<file path="config.mk">
export PLATFORM = sky130hd
export DESIGN_NAME = hex_display_ctrl
export DESIGN_NICKNAME = d
export VERILOG_FILES = /design/src/rtl/hex_display_ctrl.sv
export SDC_FILE = /design/constraint.sdc
export NUM_CORES = 1
export LEC_CHECK = 0
export CAP_MARGIN = 25
export CORE_MARGIN = 2
export CORE_UTILIZATION = 45
export CTS_CLUSTER_SIZE = 40
export DETAILED_ROUTE_END_ITERATION = 16
export HOLD_SLACK_MARGIN = 0.1
export PLACE_DENSITY = 0.72
export SLEW_MARGIN = 20
export SYNTH_ARGS = -nofsm -noshare
export SYNTH_HDL_FRONTEND = slang
export SYNTH_SLANG_ARGS = --single-unit
</file>
<file path="constraint.sdc">
create_clock -name clk -period 2.7 [get_ports clk]
set_input_delay 0.405 -clock clk [delete_from_list [all_inputs] [get_ports clk]]
set_output_delay 0.405 -clock clk [all_outputs]
set_load 0.01 [all_outputs]
</file>
<file path="src/rtl/hex_display_ctrl.sv">
// hex_display_ctrl: arbitrates two requesters onto the 28-bit hex-display PIO
// (four active-low 7-segment digits) through a write-only Avalon-MM master.
// req0 has priority and may preempt the display hold that protects req1 values.
// Optional feature macro: HEX_CTRL_BLANK_EN (leading-zero blanking of digits 3..1).
module hex_display_ctrl #(
  parameter int unsigned HOLD_CYCLES = 50_000_000,
  parameter int unsigned CNT_W       = 32
) (
  input  logic        clk,
  input  logic        reset_n,
  input  logic        req0_valid,
  input  logic [15:0] req0_data,
  output logic        req0_ready,
  input  logic        req1_valid,
  input  logic [15:0] req1_data,
  output logic        req1_ready,
  output logic [1:0]  avm_address,
  output logic        avm_chipselect,
  output logic        avm_write_n,
  output logic [31:0] avm_writedata,
  output logic        busy,
  output logic        last_src
);

  typedef enum logic [1:0] {IDLE, WRITE, HOLD} state_t;

  state_t           state;
  state_t           state_next;
  logic [CNT_W-1:0] hold_cnt;
  logic             accept0;
  logic             accept1;

  // Active-low segment pattern for one hex nibble; bit 0 = a ... bit 6 = g.
  function automatic logic [6:0] seg7(input logic [3:0] nib);
    logic [6:0] s;
    case (nib)
      4'h0:    s = 7'h40;
      4'h1:    s = 7'h79;
      4'h2:    s = 7'h24;
      4'h3:    s = 7'h30;
      4'h4:    s = 7'h19;
      4'h5:    s = 7'h12;
      4'h6:    s = 7'h02;
      4'h7:    s = 7'h78;
      4'h8:    s = 7'h00;
      4'h9:    s = 7'h10;
      4'hA:    s = 7'h08;
      4'hB:    s = 7'h03;
      4'hC:    s = 7'h46;
      4'hD:    s = 7'h21;
      4'hE:    s = 7'h06;
      default: s = 7'h0E;
    endcase
    return s;
  endfunction

  // Full four-digit pattern, digit 3 in the top seven bits.
  function automatic logic [27:0] encode(input logic [15:0] value);
    logic [27:0] pat;
    pat = {seg7(value[15:12]), seg7(value[11:8]), seg7(value[7:4]), seg7(value[3:0])};
`ifdef HEX_CTRL_BLANK_EN
    // Blank zero digits from the top until the first non-zero one; digit 0 always shows.
    if (value[15:12] == 4'h0) begin
      pat[27:21] = 7'h7F;
      if (value[11:8] == 4'h0) begin
        pat[20:14] = 7'h7F;
        if (value[7:4] == 4'h0) begin
          pat[13:7] = 7'h7F;
        end
      end
    end
`endif
    return pat;
  endfunction

  assign accept0     = req0_valid & req0_ready;
  assign accept1     = req1_valid & req1_ready;
  assign avm_address = 2'b00;

  // State register.
  // NOTE: sequential state uses non-blocking assignments so every flop samples pre-edge values.
  always_ff @(posedge clk or negedge reset_n) begin
    if (!reset_n) begin
      state <= IDLE;
    end else begin
      state <= state_next;
    end
  end

  // Next-state logic: req0 always wins, req1 is only taken from IDLE.
  // NOTE: a default assignment up front keeps this block from inferring a latch.
  always_comb begin
    state_next = state;
    case (state)
      IDLE:    if (accept0 || accept1) state_next = WRITE;
      WRITE:   state_next = (last_src && (HOLD_CYCLES != 0)) ? HOLD : IDLE;
      HOLD: begin
        if (accept0)             state_next = WRITE;
        else if (hold_cnt == '0) state_next = IDLE;
      end
      default: state_next = IDLE;
    endcase
  end

  // Ready and busy outputs, combinational from state and req0_valid.
  always_comb begin
    req0_ready = (state != WRITE);
    req1_ready = (state == IDLE) && !req0_valid;
    busy       = (state != IDLE);
  end

  // Latch the encoded pattern and its source on every accept.
  always_ff @(posedge clk or negedge reset_n) begin
    if (!reset_n) begin
      avm_writedata <= '0;
      last_src      <= 1'b0;
    end else if (accept0 || accept1) begin
      avm_writedata <= {4'h0, encode(accept0 ? req0_data : req1_data)};
      last_src      <= !accept0;
    end
  end

  // Registered write strobe: asserted exactly in the cycle spent in WRITE.
  always_ff @(posedge clk or negedge reset_n) begin
    if (!reset_n) begin
      avm_chipselect <= 1'b0;
      avm_write_n    <= 1'b1;
    end else begin
      avm_chipselect <= (state_next == WRITE);
      avm_write_n    <= (state_next != WRITE);
    end
  end

  // Hold counter: loaded as a req1 write goes out, counts down while nothing preempts.
  always_ff @(posedge clk or negedge reset_n) begin
    if (!reset_n) begin
      hold_cnt <= '0;
    end else if (state == WRITE && last_src && (HOLD_CYCLES != 0)) begin
      hold_cnt <= CNT_W'(HOLD_CYCLES - 1);
    end else if (state == HOLD && !accept0 && hold_cnt != '0) begin
      hold_cnt <= hold_cnt - 1'b1;
    end
  end

endmodule
</file>
==> impl_results.md <==
- Initial antenna violation count: 0
- Main synth FF type: dfrtp_1
- Layout cell share with drive strength beyond 1: 13.2%
- Vias: 4,430
- Post-Syn Area: 4390 µm²
- Synth warnings: 0
- CP Capture Type: flip-flop
- Post-CTS Setup Repair Bufs: 0
- Clock buffer count from CTS: 9
- CP Data Arrival Time: 2.77 ns
- Slew HR: 52.6%
- Adder-cell share of the synthesized area: 7.13%
- Die H: 103 µm
- Sequential fraction of the synthesis area: 37.1%
- Worst skew pair latency: 0.36 ns
- Final hold vios: 0
- RSZ-0062 raised after global routing: false
- Setup WS post-layout: 0.162 ns
- Remaining DRCs: 0
- Initial DRC count: 218
- Max-slew violations: 0
- Top cell type's share of synthesized area: 36.5%
- Leakage: 2.33 nW
- Register area: 1630 µm²
- MaxCap Viol Count: 0
- Post-route cell area: 5730 µm²
- Pre-CTS WS: -0.0829 ns
- Critical path class: reg2reg
- Max frequency: 394 MHz
- Area of the multi-input gates: 2580 µm²
- Worst EP required: 2.93 ns
- Detail Route Antenna Nets: 0
- Register-to-Register Setup Slack: 0.16 ns
- Most frequent cell after synthesis: dfrtp_1
- Clk sinks: 65
- Maximum root-to-sink buffer count: 2
- Diode count: 0
- Die width: 103 µm
- Vias in the first global route: 4,316
- Post-synthesis simple-gate area fraction: 23.2%
- RePlAce Congestion: 0.909
- Grt ovf: 0
- Nets: 676
- Area grow syn2layout: 30.5%
- Avg Cell Area, Syn: 8.69 µm²
- Final wirelength: 12,500 µm
- Post-synthesis xor/xnor area fraction: 0.799%
- Synth Area in Compound Gates: 25.2%
- Post-DP HPWL: 9410 µm
- CTS clock-pin slew for the worst setup and hold paths: 0.07 ns
- Die area: 10,600 µm²
- Hold path cells: 1
- WHS: 0.477 ns
- Router iterations before antenna repair: 5
- Row Count: 36
- Ranking of synthesized cells by area: dfrtp_1 37%, ha_1 7.1%, o21ai_0 4.2%
- Yosys cell types: 62
- CTS tree: done
- Placed Area: 5530 µm²
- Tcrit/Tclk final: 94.0%
- Drt wl/cell: 16.6 µm
- VDD IR max: 0.384 mV
- Pwr/cell area: 772 nW/µm²
- Outcome: finished, final reports clean
- Post-synth top area cell: dfrtp_1
- CP max FO: 4
- Min cycle time layout: 2.54 ns
- # port buffers: 69
- I/O pin count: 76
- Post-synth EDFFs: 0
- Core area: 9590 µm²
- Syn Inst Count: 505
- Root buffer cell: clkbuf_8
- Synth top cells by count: 64 x dfrtp_1, 41 x nor2_1, 37 x o21ai_0
- Htree depth: 3
- Mux share of post-synthesis cell area: 1.40%
- Gr usage total: 24.2%
- Final setup skew: 0.0162 ns
- CP Launch Type: flip-flop
- Worst Reg-to-Reg Cells: 7
- Synth Register Bits: 65
- Largest net degree at the start of global routing: 39
- FILL cells: 852
- Synth async-reset ratio: 100%
- Total chip power: 0.00442 W
- HP Class: reg2reg
- First-pass GRT wire length: 20,000 µm
- Worst slew pin tran: 0.710 ns
- Largest family of logic cells by synthesized area: compound AO/OA/AOI/OAI gates
- DR vias/cell: 5.88
- Setup-failing EPs final: 0
- Starting Density: 45.7%
## power by group
part	internal (W)	switching, W	leakage [nW]
Combinational	0.00108	0.00117	1.49
Clock	0.000385	0.000392	0.0877
Sequential	0.00124	0.000151	0.751
Total	0.00271	0.00172	2.33
## per-stage QoR
| step | setup TNS (ns) | std cells | utilization [%] |
|---|---|---|---|
| CTS | 0 | 753 | 59.5 |
| finish | 0 | 753 | 59.7 |
| detailed placement | -0.350 | 736 | 57.7 |
| global route | 0 | 753 | 59.7 |
| global placement | -0.0848 | 736 | 57.7 |
| floorplan | 0 | 510 | - |
## metal layers
| layer | global-route usage, % | part of all wire, % |
|---|---|---|
| met1 | 30.0 | 42 |
| met2 | 41.5 | 48 |
| met3 | 3.46 | 6.8 |
| met4 | 11.7 | 2.9 |
| met5 | 0 | 0 |
## area by class of cell
| type | instances | area share [%] |
|---|---|---|
| Clock inverter | 1 | 0.0874 |
| Sequential cell | 65 | 28.4 |
| Multi-Input combinational cell | 397 | 45.1 |
| Clock buffer | 15 | 2.91 |
| Timing Repair Buffer | 124 | 19.4 |
| Inverter | 18 | 1.18 |
| Tap cell | 133 | 2.91 |
## cell families after synthesis
| family | Yosys count |
|---|---|
| flip-flops | 65 |
| AO/OA/AOI/OAI | 164 |
| adder cells (fa/ha/maj) | 25 |
| XOR/XNOR | 4 |
| AND/OR/NAND/NOR | 192 |
| other | 1 |
| buffers and inverters | 48 |
| multiplexers | 6 |
## path summary, 6_finish.rpt
path                              start                to
max                         hold_cnt[0]      hold_cnt[24]
min                        hold_cnt[11]      hold_cnt[11]
max reg2reg                 hold_cnt[0]      hold_cnt[24]
min reg2reg                hold_cnt[11]      hold_cnt[11]
max in group asynchronous       reset_n       avm_write_n
min in group asynchronous       reset_n  avm_writedata[2]
## layout by cell type (no fill, tap or decap), drive strengths merged, types with 4 or more instances in the layout
cell type	count
o21ai	39
clkdlybuf4s50	68
o211ai	7
o41ai	7
clkbuf	15
o31ai	10
inv	17
ha	25
a21boi	8
nor4	12
and3	17
buf	55
or4	13
a211o	6
mux2i	5
nand3	22
or3	13
o22ai	5
nor3	15
o22a	8
conb	6
and2	5
nand4	5
nor2	41
nand2b	5
a21oi	36
nand2	31
a2111oi	4
a31oi	9
dfrtp	64
## what timing repair did
item                       4_1_cts  5_1_grt
hold buffers                     1        0
hold endpoints to repair        15        0
setup endpoints to repair        0        2
resized for setup                0        3
## flip-flops by register name (all words and copies together), names as in the netlist
signal	count
avm_writedata	28
avm_chipselect	1
state	2
avm_write_n	1
last_src	1
hold_cnt	32
## worst max-delay path: stages (launching register included)
cell,delay (ns)
dfrtp_1,0.43
inv_1,0.08
ha_1,0.20
or3b_2,0.51
nor2_1,0.24
nand4_1,0.18
or4b_1,0.51
mux2_2,0.28
Note: power is estimated with default switching activity, not from simulation.
